$ cat config.mk
export PLATFORM = sky130hd
export DESIGN_NAME = call_stack
export DESIGN_NICKNAME = d
export VERILOG_FILES = /design/src/rtl/call_stack_pkg.sv /design/src/rtl/stack_ram.sv /design/src/rtl/call_stack.sv
export SDC_FILE = /design/constraint.sdc
export NUM_CORES = 1
export LEC_CHECK = 0
export ABC_AREA = 1
export CORE_MARGIN = 3
export CORE_UTILIZATION = 28
export CTS_BUF_LIST = sky130_fd_sc_hd__clkbuf_16
export DETAILED_ROUTE_END_ITERATION = 8
export SYNTH_ARGS = -nofsm -noshare
export SYNTH_HDL_FRONTEND = slang
export SYNTH_HIERARCHICAL = 1
export SYNTH_SLANG_ARGS = --single-unit
$ cat constraint.sdc
create_clock -name clk -period 2.95 [get_ports clk]
set_input_delay 0.295 -clock clk [delete_from_list [all_inputs] [get_ports clk]]
set_output_delay 0.295 -clock clk [all_outputs]
set_load 0.005 [all_outputs]
$ cat src/rtl/call_stack_pkg.sv
// Shared call-stack definitions: opcode encodings and overflow policies,
// used by the stack itself and by the program-counter/sequencer logic.
package call_stack_pkg;

  typedef enum logic [1:0] {
    OP_PUSH = 2'd0,
    OP_POP  = 2'd1,
    OP_NOP  = 2'd2,
    OP_REPL = 2'd3
  } op_e;

  localparam int OVF_DISCARD = 0;  // push on full overwrites the oldest entry
  localparam int OVF_REJECT  = 1;  // push on full is dropped

endpackage

$ cat src/rtl/stack_ram.sv
// DEPTH x WIDTH register file: one write port, combinational read,
// asynchronous active-low clear of every entry.
module stack_ram #(
  parameter int WIDTH = 11,
  parameter int DEPTH = 2,
  parameter int AW    = $clog2(DEPTH)
) (
  input  logic             clk,
  input  logic             rst,
  input  logic             we,
  input  logic [AW-1:0]    waddr,
  input  logic [WIDTH-1:0] wdata,
  input  logic [AW-1:0]    raddr,
  output logic [WIDTH-1:0] rdata
);

  logic [DEPTH-1:0][WIDTH-1:0] mem_q, mem_d;

  always_comb begin
    mem_d = mem_q;
    if (we) mem_d[waddr] = wdata;
  end

  always_ff @(posedge clk or negedge rst) begin
    if (!rst) mem_q <= '0;
    else      mem_q <= mem_d;
  end

  assign rdata = mem_q[raddr];

endmodule

$ cat src/rtl/call_stack.sv
// Hardware return-address stack: circular buffer addressed by a top pointer,
// with sticky overflow/underflow flags and a selectable push-on-full policy.
module call_stack
  import call_stack_pkg::*;
#(
  parameter int WIDTH    = 11,
  parameter int DEPTH    = 2,
  parameter int OVF_MODE = 0
) (
  input  logic                       clk,
  input  logic                       rst,
  input  logic [1:0]                 op,
  input  logic [WIDTH-1:0]           din,
  input  logic                       clr_err,
  output logic [WIDTH-1:0]           top,
  output logic [$clog2(DEPTH+1)-1:0] count,
  output logic                       empty,
  output logic                       full,
  output logic                       ovf,
  output logic                       udf
);

  localparam int PW = $clog2(DEPTH);
  localparam int CW = $clog2(DEPTH+1);

  logic [PW-1:0]    ptr_q, ptr_d, ptr_inc, ptr_dec, waddr;
  logic [CW-1:0]    count_q, count_d;
  logic             ovf_q, ovf_d, udf_q, udf_d;
  logic             ovf_ev, udf_ev, we, is_empty, is_full;
  logic [WIDTH-1:0] rdata;

  assign is_empty = (count_q == '0);
  assign is_full  = (count_q == CW'(DEPTH));
  assign ptr_inc  = (ptr_q == PW'(DEPTH-1)) ? '0 : ptr_q + PW'(1);
  assign ptr_dec  = (ptr_q == '0) ? PW'(DEPTH-1) : ptr_q - PW'(1);

  always_comb begin
    ptr_d   = ptr_q;
    count_d = count_q;
    we      = 1'b0;
    waddr   = ptr_inc;
    ovf_ev  = 1'b0;
    udf_ev  = 1'b0;
    case (op_e'(op))
      OP_PUSH: begin
        if (!is_full) begin
          we      = 1'b1;
          ptr_d   = ptr_inc;
          count_d = count_q + CW'(1);
        end else begin
          ovf_ev = 1'b1;
          // When full, the slot after the top holds the oldest entry.
          if (OVF_MODE == OVF_DISCARD) begin
            we    = 1'b1;
            ptr_d = ptr_inc;
          end
        end
      end
      OP_POP: begin
        if (!is_empty) begin
          ptr_d   = ptr_dec;
          count_d = count_q - CW'(1);
        end else begin
          udf_ev = 1'b1;
        end
      end
      OP_REPL: begin
        we = 1'b1;
        if (!is_empty) begin
          waddr = ptr_q;
        end else begin
          ptr_d   = ptr_inc;
          count_d = CW'(1);
        end
      end
      default: ;
    endcase
    // A new error on the same edge as clr_err leaves the flag set.
    ovf_d = ovf_ev | (ovf_q & ~clr_err);
    udf_d = udf_ev | (udf_q & ~clr_err);
  end

  always_ff @(posedge clk or negedge rst) begin
    if (!rst) begin
      ptr_q   <= '0;
      count_q <= '0;
      ovf_q   <= 1'b0;
      udf_q   <= 1'b0;
    end else begin
      ptr_q   <= ptr_d;
      count_q <= count_d;
      ovf_q   <= ovf_d;
      udf_q   <= udf_d;
    end
  end

  stack_ram #(.WIDTH(WIDTH), .DEPTH(DEPTH), .AW(PW)) u_ram (
    .clk   (clk),
    .rst   (rst),
    .we    (we),
    .waddr (waddr),
    .wdata (din),
    .raddr (ptr_q),
    .rdata (rdata)
  );

  assign top   = is_empty ? '0 : rdata;
  assign count = count_q;
  assign empty = is_empty;
  assign full  = is_full;
  assign ovf   = ovf_q;
  assign udf   = udf_q;

endmodule

==> results list, run 1 <==
- Status: completed
- Based on the critical path, the design can be clocked at up to approximately 450 MHz.
- Worst Max-Slew Pin Slew: between 0.7 and 0.8 ns
- The tree built by TritonCTS fans out to 27 sinks.
* Leading cell types in the layout, fill and taps excluded: sky130_fd_sc_hd__nand2_1, sky130_fd_sc_hd__inv_1, sky130_fd_sc_hd__clkdlybuf4s50_1, sky130_fd_sc_hd__dfrtp_1, sky130_fd_sc_hd__nand3_1
* Number of different library cells in the post-synthesis netlist: 14
- Type of the setup path with the least slack: flop to output port
- Clk buf depth: 2
* Vias in the first global route: between 1000 and 1500
- Post-Syn Area: around 0.0015 mm²
* Number of setup violations in the final report: 0
- Final core utilization: 39.38%
* Kind of end point of the critical path: output port
- Floorplan die area: just over 0.006 mm²
* Buffers on Ports: 32
- Counting every net in the synthesized netlist gives about 220.
- Routed wirelength normalized by instance count: approximately 11 µm
- The floorplan step set the die width to 78.43 µm.
- Hold Path Class: primary input to asynchronous set/reset pin
* Global routing usage summed across all routing layers: 11.22%
- Initial antenna violation count: 0
- Antenna fix cells: 0
* Count of vias placed by the detailed router: 1263
- Worst-case setup margin in the final layout: around 0.73 ns
- Using the TritonRoute via totals, the vias-per-cell ratio works out to 4.224.
* Required time at the worst-slack endpoint: about 2.7 ns
* Clock transition at path regs: 0.06 ns
- Global routing finished with a remaining overflow of 0.
- Startpoint types: flop
- In the routed design, unresolved DRC markers number 0.
- Including well taps, the total number of placed cells is just under 300.
* Number of gates resized after cts: 0
- Reported leakage power: 0.9984 nW
- Avg Synthesized Cell Area: 7.272 µm²
- Maximum clock skew at final layout: approximately 0.0018 ns
* Area contributors post-synth: sky130_fd_sc_hd__dfrtp_1, sky130_fd_sc_hd__nand2_1, sky130_fd_sc_hd__nand3_1, sky130_fd_sc_hd__inv_1, sky130_fd_sc_hd__o21ai_0
* Net count of the finished layout: between 200 and 300
- Worst VDD drop: approximately 0.00026 V
- Synthesis inferred 27 register bits.
- Slew margin rel.: 53.17%
- Total core area: just under 0.005 mm²
- The synthesized design spends more area on one cell type than any other, namely sky130_fd_sc_hd__dfrtp_1.
- Critical path peak fanout: 25
* Number of placement rows: 25
- Entering global routing, the biggest net connects 28 pins.
- The tree is rooted in a sky130_fd_sc_hd__clkbuf_16.
- The first global-routing pass estimated approximately 5600 µm of wire.
- Share of post-route cells with drive strength above 1: under 10%
* H-Tree Level Count: 1
- TritonCTS built the clock tree.
- At the placement stage, the worst setup path has a slack of between 0.5 and 0.6 ns.
* Post-DP HPWL: about 2300 µm
* Total power divided by cell area: between 900 and 1000 mW/mm²
* DRT Pass-1 Iters: 4
* RSZ-0062 raised after global routing: no
* Total count of hold-check failures in the final report: 0
- Final Cycle Share: approximately three quarters
- Sum Neg Setup Slack: 0 ns
- In this run, the number of DRC markers left after iteration 0 of detailed routing was 47.
- The finished cells cover just under 0.002 mm².
- Once placement finished, the instance area stood at around 0.0018 mm².
- Min Clock Period, post-route: roughly 2.2 ns
* Fin cells: 299
- Clock tree synthesis inserted a total of 3 buffers.
- WL final: around 3200 µm
- Synth Warn #: 6
- Most frequent standard cell in the layout excluding fill and tap cells: sky130_fd_sc_hd__nand2_1
* Max Cap Viol: 0
* Post-CTS Setup Repair Bufs: 0
- For this configuration, the core starts out at a cell density of between 30% and 40%.
* Height of the die: slightly below 80 µm
* Final max-slew violation count: 0
* Layout Area Growth over Synthesis: 30.83%
* Number of standard cells after synthesis: between 200 and 250
* # hold bufs at CTS: 0
* # IOs: 33
* Proportion of synthesized chip area in sequential cells: 46.00%
- Worst-Skew Late Latency: 0.26 ns
- Placer Congestion: ~0.78
- Measured in cells, the most critical reg-to-reg path has a length of 6.
* Fillers: around 530
- Data arrival time of the critical path: about 1.9 ns
- Portion of synthesized cell area occupied by the leading cell type: around 46%
- Remaining antenna violation count after routing: 0
==> final cells by class <==
cell class / count / area (µm²) / area share (%)
clock inverter: 1 / 3.754 / 0.1953
sequential: 27 / 675.6 / 35.16
clock buffer: 3 / 75.07 / 3.906
multi-input combinational: 132 / 613.1 / 31.90
tap: 67 / 83.83 / 4.362
timing repair buffer: 35 / 342.8 / 17.84
inverter: 34 / 127.6 / 6.641
==> kinds of logic (layout without fill, tap and decap cells) <==
group	after synthesis	count (layout)	synth area share, %
fa+ha+maj	4	4	3.407
xor+xnor	1	1	0.5964
buf+inv	43	73	12.27
flops	27	27	46.00
simple gates	111	111	32.03
compound gates	16	16	5.707
==> worst max-delay path, stage by stage (launching register included) <==
cell                              delay, ns
sky130_fd_sc_hd__dfrtp_1               0.79
sky130_fd_sc_hd__nand2_1               0.09
sky130_fd_sc_hd__o21ai_0               0.10
sky130_fd_sc_hd__inv_1                 0.05
sky130_fd_sc_hd__nor2_1                0.12
sky130_fd_sc_hd__clkdlybuf4s50_1       0.51
==> worst paths after layout <==
path                                  from         endpoint  slack, ns
min                                    rst  u_ram/mem_q[17]       0.41
max reg2reg                          ptr_q   u_ram/mem_q[1]       0.90
min reg2reg                u_ram/mem_q[21]  u_ram/mem_q[21]       0.47
min in group clk           u_ram/mem_q[21]  u_ram/mem_q[21]       0.47
max in group asynchronous              rst  u_ram/mem_q[20]       2.28
max                                  ptr_q           top[5]       0.73
==> where the power goes <==
part / switching (mW) / internal, mW / total (mW)
Combinational: 0.453 / 0.437 / 0.890
Sequential: 0.146 / 0.540 / 0.686
Clock: 0.119 / 0.181 / 0.301
Total: 0.718 / 1.16 / 1.88
==> state kept, by name, summed over array words and instances, names as in the netlist <==
| name | cells |
|---|---|
| count | 2 |
| ptr_q | 1 |
| ovf | 1 |
| udf | 1 |
| u_ram/mem_q | 22 |
==> cell usage after synthesis <==
| cell | count |
|---|---|
| sky130_fd_sc_hd__ha_1 | 4 |
| sky130_fd_sc_hd__nand2_4 | 2 |
| sky130_fd_sc_hd__buf_2 | 6 |
| sky130_fd_sc_hd__nor2_2 | 2 |
| sky130_fd_sc_hd__inv_1 | 34 |
| sky130_fd_sc_hd__nand3_1 | 26 |
| sky130_fd_sc_hd__dfrtp_1 | 27 |
| sky130_fd_sc_hd__nand2_1 | 66 |
| sky130_fd_sc_hd__nor2_1 | 14 |
| sky130_fd_sc_hd__nor3_1 | 1 |
| sky130_fd_sc_hd__xor2_1 | 1 |
| sky130_fd_sc_hd__o21ai_0 | 15 |
| sky130_fd_sc_hd__buf_4 | 3 |
| sky130_fd_sc_hd__o21ai_2 | 1 |
==> per-stage QoR <==
stage	total power, mW	hold slack [ns]
6_report	1.877	0.4096
3_5_place_dp	1.601	0.4591
5_1_grt	2.084	0.4325
2_1_floorplan	1.206	-0.0005911
3_3_place_gp	1.590	0.4543
4_1_cts	1.910	0.4243
==> metal layers <==
| layer | vias up | GRT usage, % | part of all wire, % |
|---|---|---|---|
| li1 | 676 | - | - |
| met1 | 565 | 15.77 | 50 |
| met2 | 20 | 17.47 | 45 |
| met3 | 2 | 1.950 | 3.8 |
| met4 | 0 | 3.671 | 0.44 |
| met5 | - | 0 | 0 |
(Power assumes the default switching activity.)
==> inputs of run 2 (changes only) <==
clock period = 1.88 ns   (was 2.95 ns; I/O delays follow)
==> run 2 against run 1 <==
Effect of this change: clock power up 61%; combinational power up 85%; core utilization up 1.9 points; global-route usage up 0.76 points; critical path depth unchanged; non-clock buffer count up 9; final area up 4.9%; via count up 3.0%; flip-flop and latch count unchanged; sequential power up 49%; critical path type unchanged.
==> results list, run 2 (synthesis results as in run 1) <==
- The antenna violation net count after detailed routing was 0 (unchanged).
* Count of vias placed by the detailed router: 1301 (was 1263)
* Kind of end point of the critical path: output port (unchanged)
- Initial antenna violation count: 0 (unchanged)
* Clock transition at path regs: 0.07 ns (was 0.06 ns)
* Worst-Skew Late Latency: 0.26 ns (about the same)
- The most common cell after layout, fill and taps aside was sky130_fd_sc_hd__nand2_1 (unchanged).
* CTS Root Cell: sky130_fd_sc_hd__clkbuf_16 (unchanged)
- The final HPWL from detailed placement is 2455 µm (was 2314 µm).
- Number of design-rule violations left by the first detailed-router iteration: 50 (was 47)
- The share of post-route cells with drive strength above 1 was 10.79% (was 4.741%).
- The final hold violation count came to 0 (unchanged).
* Highest attainable clock frequency: around 560 MHz
- The routed length on met1 came to 1529 µm (was 1602 µm).
- After layout, the minimum clock period comes to between 1.5 and 2 ns.
- The floorplan die area is 0.006151 mm² (unchanged).
* Clk buf depth: 2 (unchanged)
- The utilization of the core after routing came to 41.33% (was 39.38%).
- Status: completed (unchanged).
- Antenna fix cells: 0 (unchanged)
* Max Cap Viol: 0 (unchanged)
- The net count of the finished layout is 262 (was 253).
- The number of H-tree branching levels was 1 (unchanged).
- Largest register FFs: 22 (unchanged)
* Maximum clock skew at final layout: 0.003041 ns (was 0.001781 ns)
* Leading cell types in the layout, fill and taps excluded: sky130_fd_sc_hd__nand2_1, sky130_fd_sc_hd__inv_1, sky130_fd_sc_hd__clkdlybuf4s50_1, sky130_fd_sc_hd__nand3_1, sky130_fd_sc_hd__dfrtp_1 (was sky130_fd_sc_hd__nand2_1, sky130_fd_sc_hd__inv_1, sky130_fd_sc_hd__clkdlybuf4s50_1, sky130_fd_sc_hd__dfrtp_1, sky130_fd_sc_hd__nand3_1)
- Total power divided by cell area: 1563 mW/mm² (was 976.6 mW/mm²)
* Height of the die: 78.43 µm (unchanged)
* Met2 WL: 1573 µm (was 1437 µm)
- Number of gates resized after cts: 1 (was 0)
- Number of buffers created by CTS: 3 (unchanged)
* Number of clock sinks: 27 (unchanged)
- # IOs: 33 (unchanged)
* Reg2Reg Setup Slack: 0.45 ns (was 0.90 ns)
- Post-CTS Setup Repair Bufs: 0 (unchanged)
- The standard cell area after detailed placement came to 0.001911 mm² (was 0.001843 mm²).
* RSZ-0062 raised after global routing: yes (was no)
- The ratio of routed vias to standard cells is 4.224 (about the same).
- The data required time of the worst path was 1.69 ns (was 2.65 ns).
* Final max-slew violation count: 0 (unchanged)
- The number of I/O port buffers is 32 (unchanged).
- Layout Area Growth over Synthesis: 37.31% (was 30.83%)
* Met3 routed wirelength: 117 µm (was 120 µm)
* Final Cycle Share: 95.35%
- The row count is 25 (unchanged).
* Register containing the most flip-flops in the final layout: u_ram/mem_q (unchanged)
* Wire length of the first global-routing pass: 5823 µm (was 5575 µm)
- Uppermost routed layer: met4 (unchanged)
- The maximum number of pins on one net before global-route repair is 28 (unchanged).
- The maximum fanout encountered on the critical timing path was 12 (was 25).
- WL final: 3266 µm (was 3175 µm)
* Type of the setup path with the least slack: flop to output port (unchanged)
- The via count of the first global-routing pass is 1267 (was 1224).
- Startpoint types: flop (unchanged)
- The core region area was 0.004880 mm² (unchanged).
- The worst-margin pin slew was 0.3456 ns (was 0.7025 ns).
- Initial Utilization: 30.10% (unchanged)
- The final setup violation count came to 0 (unchanged).
* Clock tree from TritonCTS: done (unchanged)
- The post-route cell area was 0.002017 mm² (was 0.001922 mm²).
* Data arrival time of the critical path: 1.60 ns (was 1.93 ns)
- The average detailed-routed wire length per instance is 10.60 µm (was 10.62 µm).
* Hold Path Class: primary input to asynchronous set/reset pin (unchanged)
* Global routing usage summed across all routing layers: 11.99% (was 11.22%)
- The hold buffer count at CTS came to 0 (unchanged).
- The width of the die is 78.43 µm (unchanged).
* Reported leakage power: 1.088 nW (was 0.9984 nW)
- Sum Neg Setup Slack: 0 ns (unchanged)
* Placer Congestion: 0.7819 (was 0.7757)
- Slew margin rel.: 76.96% (was 53.17%)
- Total DRC errors in the routed layout: 0 (unchanged)
- The highest ir drop seen on vdd is 0.0005101 V (was 0.0002614 V).
* DRT Pass-1 Iters: 4 (unchanged)
- The total congestion overflow after global routing came to 0 (unchanged).
run 2: stage by stage:
stage               setup WS (ns)  std cells  power [mW]  hold slack (ns)
CTS                      0.001875        308       3.166           0.3149
detailed placement         0.1200        304       2.661           0.4589
global route            -0.007214        308       3.481           0.3342
finish                    0.08743        308       3.153           0.2997
floorplan                  0.5117        202       1.892          -0.1076
global placement           0.1424        304       2.636           0.4542
run 2: critical path, stage by stage, from the launching register on:
cell                              delay (ns)
sky130_fd_sc_hd__dfrtp_1                0.39
sky130_fd_sc_hd__buf_4                  0.18
sky130_fd_sc_hd__o21ai_2                0.14
sky130_fd_sc_hd__inv_1                  0.05
sky130_fd_sc_hd__nor2_1                 0.09
sky130_fd_sc_hd__clkdlybuf4s50_1        0.50
run 2: final timing paths:
check / start / to / cells past startpoint
min in group clk: u_ram/mem_q[1] / u_ram/mem_q[1] / 2
setup / recovery: ptr_q / top[1] / 5
hold / removal: rst / u_ram/mem_q[17] / 2
setup reg to reg: count[1] / u_ram/mem_q[0] / 6
hold reg to reg: u_ram/mem_q[1] / u_ram/mem_q[1] / 2
max in group asynchronous: rst / count[1] / 2
run 2: area by class of cell:
type,instances,area (µm²)
fillers,550,2863
flip-flops and latches,27,676.9
multi-input cells,132,626.9
repair buffers,44,421.7
inverters,34,127.6
well taps,67,83.83
clock buffers,3,75.07
clock inverters,1,5.005
run 2: where the power goes:
part / internal (mW) / total (mW) / switching, mW
Combinational: 0.817 / 1.65 / 0.833
Clock: 0.287 / 0.486 / 0.199
Sequential: 0.851 / 1.02 / 0.165
run 2: per-layer routing:
metal | track usage (%) | vias to the layer above
li1 | - | 690
met1 | 15.24 | 588
met2 | 19.86 | 19
met3 | 2.179 | 4
met4 | 5.245 | 0
met5 | 0 | -
==> inputs of run 3 (changes only) <==
CORE_UTILIZATION = 45   (was 28)
PLACE_DENSITY = 0.75   (was not set)
==> run 3 against run 2 <==
Effect of this change: flip-flop and latch count unchanged; register-to-register slack got worse by 0.13 ns; final area decreased by 2.9%; core utilization increased by 22 points; combinational power decreased by 4%; largest power group unchanged; highest routed layer unchanged.
==> results list, run 3 (synthesis results as in run 1) <==
- Buffers on Ports: 32 (unchanged)
- The routed length on met1 came to 1395 µm (was 1529 µm).
- Total core area: 0.003078 mm² (was 0.004880 mm²)
* Required time at the worst-slack endpoint: 1.69 ns (about the same)
* Clock transition at path regs: 0.06 ns (was 0.07 ns)
* Met3 routed wirelength: 118 µm (was 117 µm)
* Switching power as a share of total power: 38.21% (was 37.98%)
- Post-Place Cell Area: 0.001852 mm² (was 0.001911 mm²)
* Most frequent standard cell in the layout excluding fill and tap cells: sky130_fd_sc_hd__nand2_1 (unchanged)
* Kind of end point of the critical path: output port (unchanged)
* Worst-Skew Late Latency: 0.25 ns (was 0.26 ns)
- The area added between synthesis and finish came to 33.39% (was 37.31%).
- RSZ-0062 raised after global routing: yes (unchanged)
- Area of the multi-input gates: 624.3 µm² (was 626.9 µm²)
- Number of placement rows: 20 (was 25)
- The iteration count of the initial detailed-routing pass was 4 (unchanged).
- The utilization of the core after routing came to 63.66% (was 41.33%).
- The number of ports placed on the die boundary is 33 (unchanged).
- Largest register FFs: 22 (unchanged)
* Clock tree from TritonCTS: done (unchanged)
* Count of vias placed by the detailed router: 1317 (was 1301)
* Number of buffers and inverters on the critical path: 3 (unchanged)
* Overflow left after global routing: 0 (unchanged)
* Share of post-route cells with drive strength above 1: 8.439% (was 10.79%)
- The highest ir drop seen on vdd is 0.0007676 V (was 0.0005101 V).
* Post-DP HPWL: 2162 µm (was 2455 µm)
- Max Cap Viol: 0 (unchanged)
- Fraction of power consumed by combinational cells: 51.6% (was 52.4%)
* Sum Neg Setup Slack: 0 ns (unchanged)
- Leading cell types in the layout, fill and taps excluded: sky130_fd_sc_hd__nand2_1, sky130_fd_sc_hd__inv_1, sky130_fd_sc_hd__clkdlybuf4s50_1, sky130_fd_sc_hd__nand3_1, sky130_fd_sc_hd__dfrtp_1 (unchanged)
- Uppermost routed layer: met4 (unchanged)
- The internal power contribution is 1.890 mW (was 1.956 mW).
* Type of the setup path with the least slack: flop to output port (unchanged)
* Worst Max-Slew Pin Slew: 0.4198 ns (was 0.3456 ns)
* Final max-slew violation count: 0 (unchanged)
* Maximum clock skew at final layout: 0.003797 ns (was 0.003041 ns)
- Width of the die: 63.14 µm (was 78.43 µm)
* Highest attainable clock frequency: 551.3 MHz (was 557.9 MHz)
- Critical Path Slowest Stage Cell: sky130_fd_sc_hd__clkdlybuf4s50_1 (unchanged)
- Initial Utilization: 47.72% (was 30.10%)
* Top cell family by delay on the critical path: buffers and inverters (unchanged)
- Number of clock sinks: 27 (unchanged)
* Critical path peak fanout: 12 (unchanged)
* H-Tree Level Count: 1 (unchanged)
- The global placer's final weighted congestion came to 0.8171 (was 0.7819).
* Cell chain of the critical path: buf_4 -> o21ai_0 -> inv_1 -> nor2_1 -> clkdlybuf4s50_1 (was buf_4 -> o21ai_2 -> inv_1 -> nor2_1 -> clkdlybuf4s50_1)
- The share of power burned in registers came to 33.3% (was 32.2%).
- The register with the highest flop count was u_ram/mem_q (unchanged).
- CTS Root Cell: sky130_fd_sc_hd__clkbuf_16 (unchanged)
* Initial antenna violation count: 0 (unchanged)
- Number of design-rule violations left by the first detailed-router iteration: 44 (was 50)
* Number of setup violations in the final report: 0 (unchanged)
- The wire length reported by the detailed router is 2991 µm (was 3266 µm).
- Floorplan die area: 0.003986 mm² (was 0.006151 mm²)
- Global routing usage summed across all routing layers: 15.84% (was 11.99%)
- Vias in the first global route: 1210 (was 1267)
- Net count of the finished layout: 258 (was 262)
- The leakage power summed over all cells came to 1.100 nW (was 1.088 nW).
* Sequential cell area: 676.9 µm² (unchanged)
* Status: completed (unchanged)
* Hold Path Class: primary input to asynchronous set/reset pin (unchanged)
- Min Clock Period, post-route: 1.814 ns (was 1.793 ns)
- Part of the total power dissipated in the clock network: 15.1% (was 15.4%)
- The worst endpoint data arrival time came to 1.63 ns (was 1.60 ns).
* Met2 WL: 1438 µm (was 1573 µm)
- Total power divided by cell area: 1561 mW/mm² (was 1563 mW/mm²)
- Routed wirelength normalized by instance count: 10.64 µm (was 10.60 µm)
* Total DRC errors in the routed layout: 0 (unchanged)
- Fillers: 296 (was 550)
- Wire length of the first global-routing pass: 5112 µm (was 5823 µm)
- The nature of the critical path startpoint was a flop (unchanged).
* Number of buffers created by CTS: 3 (unchanged)
- Largest net degree at the start of global routing: 28 (unchanged)
- Slew margin rel.: 71.95% (was 76.96%)
* Worst stage delay on the critical path: 0.50 ns (about the same)
- The reported net switching power is 1.168 mW (was 1.198 mW).
- Vias per Instance: 4.687 (was 4.224)
- The post-route cell area was 0.001959 mm² (was 0.002017 mm²).
* Post-CTS Setup Repair Bufs: 0 (unchanged)
* Remaining antenna violation count after routing: 0 (unchanged)
- The final hold violation count is 0 (unchanged).
- The y dimension of the die was 63.14 µm (was 78.43 µm).
* Final Cycle Share: 96.48% (was 95.35%)
- The antenna diode instance count was 0 (unchanged).
* Clk buf depth: 2 (unchanged)
[run 3: final cells by class]
class,instances,area share (%)
clock inverters,1,0.1916
repair buffers,40,20.24
clock buffers,3,3.831
multi-input cells,132,31.86
well taps,44,2.810
flip-flops and latches,27,34.55
inverters,34,6.513
[run 3: power by group through the flow]
stage          Sequential, mW  Clock, mW  Combinational [mW]
2_1_floorplan            1.00          0               0.892
3_3_place_gp             1.02          0                1.54
3_5_place_dp             1.02          0                1.56
4_1_cts                  1.01      0.474                1.57
5_1_grt                  1.06      0.494                1.80
6_report                 1.02      0.462                1.58
[run 3: metal layers]
layer | global-route usage (%) | vias to the layer above
met1 | 20.76 | 604
met5 | 0 | -
li1 | - | 684
met3 | 3.209 | 4
met2 | 26.88 | 25
met4 | 3.581 | 0
[run 3: path summary, 6_finish.rpt]
| path | start | end | slack (ns) | depth (start not counted) |
|---|---|---|---|---|
| max reg2reg | count[1] | u_ram/mem_q[8] | 0.32 | 6 |
| max in group asynchronous | rst | count[1] | 1.31 | 2 |
| min | rst | u_ram/mem_q[19] | 0.30 | 2 |
| min reg2reg | u_ram/mem_q[10] | u_ram/mem_q[10] | 0.47 | 2 |
| max | ptr_q | top[2] | 0.07 | 5 |
| min in group clk | u_ram/mem_q[10] | u_ram/mem_q[10] | 0.47 | 2 |
[run 3: repair_timing]
item                       4_1_cts  5_1_grt
gates resized for setup          0       16
setup endpoints to repair        0       10
hold buffers                     0        0
[run 3: per-stage QoR]
step / instances / setup WS, ns / hold slack (ns) / power, mW
after floorplan: 202 / 0.5117 / -0.1076 / 1.892
after global placement: 277 / 0.03675 / 0.4552 / 2.556
after detailed placement: 277 / -0.01346 / 0.4581 / 2.584
after CTS: 281 / 0.02663 / 0.3097 / 3.059
after global routing: 281 / -0.01351 / 0.3296 / 3.353
final: 281 / 0.06618 / 0.2974 / 3.058
